<file path="src/rtl/stack_pkg.sv">
// Shared definitions for the stack sequencer: op-codes, FSM encoding and
// default stack geometry.
package stack_pkg;

    localparam logic [2:0] OP_PUSH = 3'b001;
    localparam logic [2:0] OP_POP  = 3'b010;
    localparam logic [2:0] OP_CALL = 3'b011;
    localparam logic [2:0] OP_RET  = 3'b100;
    localparam logic [2:0] OP_RTI  = 3'b101;
    localparam logic [2:0] OP_INTR = 3'b110;

    localparam logic [7:0] STACK_BASE_DEF  = 8'hFF;
    localparam logic [7:0] STACK_LIMIT_DEF = 8'h00;
    localparam logic [7:0] VEC_ADDR_DEF    = 8'h01;

    typedef enum logic [2:0] {
        StIdle,
        StWr,
        StRd,
        StRdWait,
        StVecRd,
        StVecWait,
        StDone
    } state_e;

    function automatic logic is_push_op(input logic [2:0] op);
        return (op == OP_PUSH) || (op == OP_CALL) || (op == OP_INTR);
    endfunction

    function automatic logic is_pop_op(input logic [2:0] op);
        return (op == OP_POP) || (op == OP_RET) || (op == OP_RTI);
    endfunction

endpackage

</file>
<file path="src/rtl/stack_seq_if.sv">
// Stack data-memory port toward the shared memory arbiter.
interface stack_seq_if;

    logic       mem_req;
    logic       mem_we;
    logic [7:0] mem_addr;
    logic [7:0] mem_wdata;
    logic       mem_gnt;
    logic [7:0] mem_rdata;

    modport master (
        output mem_req,
        output mem_we,
        output mem_addr,
        output mem_wdata,
        input  mem_gnt,
        input  mem_rdata
    );

    modport slave (
        input  mem_req,
        input  mem_we,
        input  mem_addr,
        input  mem_wdata,
        output mem_gnt,
        output mem_rdata
    );

endinterface

</file>
<file path="src/rtl/stack_seq.sv">
// Multi-cycle stack sequencer: pushes, pops, calls, returns and interrupt entry/return,
// driving SP pulses, arbitrated stack accesses and register/PC/flag write-back.
module stack_seq
    import stack_pkg::*;
#(
    parameter logic [7:0] STACK_BASE  = STACK_BASE_DEF,
    parameter logic [7:0] STACK_LIMIT = STACK_LIMIT_DEF,
    parameter logic [7:0] VEC_ADDR    = VEC_ADDR_DEF
) (
    input  logic        clk,
    input  logic        rst_n,
    input  logic        op_valid,
    output logic        op_ready,
    input  logic [2:0]  op_code,
    input  logic [1:0]  op_rd,
    input  logic [7:0]  op_data,
    input  logic [3:0]  flags_in,
    input  logic [7:0]  sp_in,
    output logic        dec_sp,
    output logic        inc_sp,
    stack_seq_if.master mem,
    output logic        rf_we,
    output logic [1:0]  rf_waddr,
    output logic [7:0]  rf_wdata,
    output logic        pc_load,
    output logic [7:0]  pc_value,
    output logic        flags_load,
    output logic [3:0]  flags_out,
    output logic        done,
    output logic        err
);

    state_e     state_q, state_d;
    logic [2:0] op_q;
    logic [1:0] rd_q;
    logic [7:0] data_q;
    logic [7:0] sp_q;
    logic [3:0] shadow_q;
    logic       err_q;

    logic accept;
    logic accept_push;
    logic accept_pop;
    logic accept_err;

    assign accept      = (state_q == StIdle) && op_valid;
    assign accept_push = is_push_op(op_code);
    assign accept_pop  = is_pop_op(op_code);
    assign accept_err  = !(accept_push || accept_pop)
                         || (accept_push && (sp_in == STACK_LIMIT))
                         || (accept_pop && (sp_in == STACK_BASE));

    always_ff @(posedge clk or negedge rst_n) begin
        if (!rst_n) begin
            state_q  <= StIdle;
            op_q     <= 3'b000;
            rd_q     <= 2'b00;
            data_q   <= 8'h00;
            sp_q     <= 8'h00;
            shadow_q <= 4'h0;
            err_q    <= 1'b0;
        end else begin
            state_q <= state_d;
            if (accept) begin
                op_q   <= op_code;
                rd_q   <= op_rd;
                data_q <= op_data;
                sp_q   <= sp_in;
                err_q  <= accept_err;
            end
            // A rejected interrupt leaves the shadow untouched.
            if (accept && (op_code == OP_INTR) && !accept_err) begin
                shadow_q <= flags_in;
            end
        end
    end

    always_comb begin
        state_d       = state_q;
        op_ready      = 1'b0;
        dec_sp        = 1'b0;
        inc_sp        = 1'b0;
        mem.mem_req   = 1'b0;
        mem.mem_we    = 1'b0;
        mem.mem_addr  = 8'h00;
        mem.mem_wdata = 8'h00;
        rf_we         = 1'b0;
        rf_waddr      = 2'b00;
        rf_wdata      = 8'h00;
        pc_load       = 1'b0;
        pc_value      = 8'h00;
        flags_load    = 1'b0;
        flags_out     = 4'h0;
        done          = 1'b0;
        err           = 1'b0;

        unique case (state_q)
            StIdle: begin
                op_ready = 1'b1;
                if (op_valid) begin
                    if (accept_err) begin
                        state_d = StDone;
                    end else if (accept_push) begin
                        state_d = StWr;
                    end else begin
                        state_d = StRd;
                    end
                end
            end
            StWr: begin
                mem.mem_req   = 1'b1;
                mem.mem_we    = 1'b1;
                mem.mem_addr  = sp_q;
                mem.mem_wdata = data_q;
                if (mem.mem_gnt) begin
                    dec_sp  = 1'b1;
                    state_d = (op_q == OP_INTR) ? StVecRd : StDone;
                end
            end
            StRd: begin
                mem.mem_req  = 1'b1;
                mem.mem_addr = sp_q + 8'd1;
                if (mem.mem_gnt) begin
                    inc_sp  = 1'b1;
                    state_d = StRdWait;
                end
            end
            StRdWait: begin
                if (op_q == OP_POP) begin
                    rf_we    = 1'b1;
                    rf_waddr = rd_q;
                    rf_wdata = mem.mem_rdata;
                end else begin
                    pc_load  = 1'b1;
                    pc_value = mem.mem_rdata;
                    if (op_q == OP_RTI) begin
                        flags_load = 1'b1;
                        flags_out  = shadow_q;
                    end
                end
                state_d = StDone;
            end
            StVecRd: begin
                mem.mem_req  = 1'b1;
                mem.mem_addr = VEC_ADDR;
                if (mem.mem_gnt) begin
                    state_d = StVecWait;
                end
            end
            StVecWait: begin
                pc_load  = 1'b1;
                pc_value = mem.mem_rdata;
                state_d  = StDone;
            end
            StDone: begin
                done    = 1'b1;
                err     = err_q;
                state_d = StIdle;
            end
            default: begin
                state_d = StIdle;
            end
        endcase
    end

endmodule

</file>
<file path="src/flat_wrapper.sv">
// flat-port wrapper written by rule: the top's interface ports become plain ports
module stack_seq_flat import stack_pkg::*;
#(
    parameter logic [7:0] STACK_BASE  = STACK_BASE_DEF,
    parameter logic [7:0] STACK_LIMIT = STACK_LIMIT_DEF,
    parameter logic [7:0] VEC_ADDR    = VEC_ADDR_DEF
)
  (clk, rst_n, op_valid, op_ready, op_code, op_rd, op_data, flags_in, sp_in, dec_sp, inc_sp, rf_we, rf_waddr, rf_wdata, pc_load, pc_value, flags_load, flags_out, done, err, mem_mem_req, mem_mem_we, mem_mem_addr, mem_mem_wdata, mem_mem_gnt, mem_mem_rdata);
  stack_seq_if mem_i ();
  input  logic clk;
  input  logic rst_n;
  input  logic op_valid;
  output logic op_ready;
  input  logic [2:0] op_code;
  input  logic [1:0] op_rd;
  input  logic [7:0] op_data;
  input  logic [3:0] flags_in;
  input  logic [7:0] sp_in;
  output logic dec_sp;
  output logic inc_sp;
  output logic rf_we;
  output logic [1:0] rf_waddr;
  output logic [7:0] rf_wdata;
  output logic pc_load;
  output logic [7:0] pc_value;
  output logic flags_load;
  output logic [3:0] flags_out;
  output logic done;
  output logic err;
  output wire logic [$bits(mem_i.mem_req)-1:0] mem_mem_req;
  output wire logic [$bits(mem_i.mem_we)-1:0] mem_mem_we;
  output wire logic [$bits(mem_i.mem_addr)-1:0] mem_mem_addr;
  output wire logic [$bits(mem_i.mem_wdata)-1:0] mem_mem_wdata;
  input wire logic [$bits(mem_i.mem_gnt)-1:0] mem_mem_gnt;
  input wire logic [$bits(mem_i.mem_rdata)-1:0] mem_mem_rdata;
  assign mem_mem_req = mem_i.mem_req;
  assign mem_mem_we = mem_i.mem_we;
  assign mem_mem_addr = mem_i.mem_addr;
  assign mem_mem_wdata = mem_i.mem_wdata;
  assign mem_i.mem_gnt = mem_mem_gnt;
  assign mem_i.mem_rdata = mem_mem_rdata;
  stack_seq #(.STACK_BASE(STACK_BASE), .STACK_LIMIT(STACK_LIMIT), .VEC_ADDR(VEC_ADDR)) u_core (.clk(clk), .rst_n(rst_n), .op_valid(op_valid), .op_ready(op_ready), .op_code(op_code), .op_rd(op_rd), .op_data(op_data), .flags_in(flags_in), .sp_in(sp_in), .dec_sp(dec_sp), .inc_sp(inc_sp), .mem(mem_i), .rf_we(rf_we), .rf_waddr(rf_waddr), .rf_wdata(rf_wdata), .pc_load(pc_load), .pc_value(pc_value), .flags_load(flags_load), .flags_out(flags_out), .done(done), .err(err));
endmodule
</file>
<file path="config.mk">
export PLATFORM = sky130hd
export DESIGN_NAME = stack_seq_flat
export DESIGN_NICKNAME = d
export VERILOG_FILES = /design/src/rtl/stack_pkg.sv /design/src/rtl/stack_seq_if.sv /design/src/rtl/stack_seq.sv /design/src/flat_wrapper.sv
export SDC_FILE = /design/constraint.sdc
export NUM_CORES = 1
export LEC_CHECK = 0
export CAP_MARGIN = 40
export CORE_UTILIZATION = 55
export DETAILED_ROUTE_END_ITERATION = 8
export DONT_BUFFER_PORTS = 1
export PLACE_DENSITY = 0.7
export SLEW_MARGIN = 5
export SYNTH_ARGS = -nofsm -noshare
export SYNTH_HDL_FRONTEND = slang
export SYNTH_SLANG_ARGS = --single-unit
</file>
<file path="constraint.sdc">
create_clock -name clk -period 2.3 [get_ports clk]
set_clock_uncertainty 0.15 [all_clocks]
set_input_delay 0.69 -clock clk [delete_from_list [all_inputs] [get_ports clk]]
set_output_delay 0.69 -clock clk [all_outputs]
set_load 0.03 [all_outputs]
</file>
==> reports/qor.txt, run 1 <==
Combinational Power Share = 62.2%
Std cell rows = 20
Total GRT Usage = 30.5%
Top cells by area, synth = dfrtp_1 (41%), nand2_1 (15%), and2_1 (9.2%)
Antenna cells = 0
R2R setup slack = 0.15 ns
CTS clk-pin slew, worst paths = 0.09 ns
Reg power frac = 28.8%
Chip height = 58.7 um
Pre-CTS setup slack = 0.0204 ns
Setup WS post-layout = -0.359 ns
Levels on crit path = 4
Commonest cells after routing, fill and taps aside = nand2_1 (71), buf_6 (33), and2_4 (24), buf_4 (24), dfrtp_1 (24)
WL per Instance = 20.8 um
Pwr per Cell Area = 1350 nW/um2
GPL Wtd Cong = 0.907
Antenna violations before repair = 0
Min Hold Slack = 0.0213 ns
Synth area leader = dfrtp_1
Worst-Margin Slew = 0.372 ns
R2R depth = 8
Drt first pass iters = 5
Worst Setup Start Kind = flop
IO Port Bufs = 0
Final-report max-slew violation count = 0
Core ar. = 3050 um2
TritonCTS buffer count = 5
Failing checks = setup timing
Maximum VDD drop = 0.670 mV
Max Freq = 376 MHz
Pint = 0.00189 W
Fin cells = 322
Mapped Area = 1770 um2
Worst Setup End Kind = output pin
Hold/Removal Path Class = in2async
Post-route clock period utilization = 116%
Top Ports = 85
Status = finished, violations left
CP cell instances = nor2_1, and2_2, nand4_1, o21ai_2
Kind of critical path = reg2out
Leakage Power = 1.29 nW
Clock root cell = clkbuf_4
Crit-path max cell delay = 0.49 ns
DRT iter0 DRCs = 200
Synth cell types = 35
WP data arrival = 1.82 ns
Vias in the first global route = 1685
Final setup fails = 48
Slew margin rel. = 75.2%
Yosys warning count = 0
Largest net degree at the start of global routing = 30
CP Data Required Time = 1.46 ns
Initial Util = 57.8%
Clock power share = 8.9%
Post-layout net count = 316
Hold Vio Cnt, Final = 0
CTS sink count = 29
Async S/R FF share, synth = 100%
RSZ-0062 raised after global routing = yes
Die Footprint = 3440 um2
DR DRC count = 0
Layout area overhead = 52.5%
Sw Pwr = 0.00174 W
Vias per inst = 6.39
Post-synth EDFFs = 0
Post-synth top area share = 41.1%
Worst-Skew Late Latency = 0.33 ns
Primary FF master, synth = dfrtp_1
Crit-path max FO = 7
Final WL = 6710 um
CP max stage cell = dfrtp_2
Fill cells = 148
Post-DRT Antenna Nets = 0
Syn_nets = 261
Top Family by Delay on Critical Path = simple AND/OR/NAND/NOR gates
Vias = 2057
Number of H-tree levels = 2
Number of max-cap violations = 0
Syn avg cell area = 7.92 um2
Maximum buffer depth of the clock tree = 2
First-pass GRT wire length = 7840 um
Total grt overflow = 0
Post-DP HPWL = 3190 um
Commonest non-fill, non-tap cell in the layout = nand2_1
Post-Syn Instances = 223
TritonCTS clock tree = done
Sequential fraction of the synthesis area = 41.1%
Post-route minimum period = 2.66 ns
Share of layout cells above drive strength 1 = 49.6%
CP bufs+invs = 0
Inst Count DP = 296
Yosys reg bits = 29
Sw frac = 47.9%
Die X = 58.7 um
-- path summary, 6_finish.rpt --
check                                               from                              to
setup reg to reg           u_core.state_q[2]$_DFFE_PN0P_  u_core.shadow_q[3]$_DFFE_PN0P_
hold / removal                                     rst_n   u_core.state_q[2]$_DFFE_PN0P_
setup / recovery           u_core.state_q[0]$_DFFE_PN0P_                 mem_mem_addr[7]
hold reg to reg             u_core.data_q[6]$_DFFE_PN0P_    u_core.data_q[6]$_DFFE_PN0P_
min in group clk                              op_data[1]    u_core.data_q[1]$_DFFE_PN0P_
max in group asynchronous                          rst_n   u_core.state_q[1]$_DFFE_PN0P_
-- cell type report --
type / instances / area [um2] / area share [%]
Clock buffer: 6 / 51.3 / 1.91
Clock inverter: 1 / 7.51 / 0.279
Inverter: 2 / 7.51 / 0.279
Multi-Input combinational cell: 182 / 1270 / 47.1
Sequential cell: 29 / 732 / 27.2
Tap cell: 44 / 55.1 / 2.04
Timing Repair Buffer: 58 / 572 / 21.2
-- cell families after synthesis --
group                    count (synthesis)  share of synthesized area [%]
AND/OR/NAND/NOR                        143                           40.5
multiplexers                             5                           3.97
flip-flops                              29                           41.1
AO/OA/AOI/OAI                           31                           10.6
adder cells (fa/ha/maj)                  1                          0.709
buffers and inverters                   14                           3.05
-- state kept, by name (all words and copies together), names as in the netlist --
name             cells
u_core.data_q        8
u_core.err_q         1
u_core.op_q          3
u_core.rd_q          2
u_core.shadow_q      4
u_core.sp_q          8
u_core.state_q       3
-- power groups by stage --
stage	clock network [W]	logic, W	registers [W]
5_1_grt	0.000345	0.00238	0.00105
4_1_cts	0.000323	0.00175	0.000965
3_3_place_gp	0	0.00147	0.000933
3_5_place_dp	0	0.00151	0.000952
6_report	0.000324	0.00225	0.00105
2_1_floorplan	0	0.00110	0.000908
-- Yosys cell counts, types with 2 or more instances --
cell type	instances
and3_1	12
inv_1	2
nor2_1	10
o21ai_1	7
or4_4	2
dfrtp_1	29
and3b_1	2
nor3_2	2
and2_1	26
a21oi_1	3
a31oi_1	3
nor2b_1	3
mux2_4	4
o21ai_0	10
nand2b_1	3
nand2_1	71
nand4_1	5
clkbuf_1	11
nand3_1	2
-- per-layer routing --
metal / track usage, % / part of all wire [%] / vias up
met2: 50.4 / 50 / 160
met3: 6.15 / 8.5 / 53
met4: 11.6 / 6.0 / 0
met1: 39.8 / 36 / 984
met5: 0 / 0 / -
li1: - / - / 860
-- stage by stage --
step | setup TNS (ns) | total power [W] | cell area (um2) | utilization [%]
after floorplan | -0.187 | 0.00201 | 1800 | -
after global placement | 0 | 0.00241 | 2120 | 69.4
after detailed placement | 0 | 0.00246 | 2120 | 69.4
after CTS | -5.26 | 0.00304 | 2400 | 78.6
after global routing | -11.53 | 0.00377 | 2690 | 88.2
final | -9.71 | 0.00362 | 2690 | 88.2
-- what timing repair did --
action,in CTS,in global routing
buffers inserted,7,7
gates resized for setup,50,60
pin swaps,7,28
gates cloned,2,2
hold buffers,1,0
hold endpoints to repair,29,0
endpoints found under the setup margin,45,46
Power figures use the tool's default switching activity.
==> run 2: changes to the inputs <==
--- a/config.mk
+++ b/config.mk
@@ -7,6 +7,7 @@
 export LEC_CHECK = 0
 export CAP_MARGIN = 40
 export CORE_UTILIZATION = 55
+export CTS_CLUSTER_SIZE = 28
 export DETAILED_ROUTE_END_ITERATION = 8
 export DONT_BUFFER_PORTS = 1
 export PLACE_DENSITY = 0.7
==> results of run 2 <==
Final layout, timing and power as in run 1 (identical DEF).
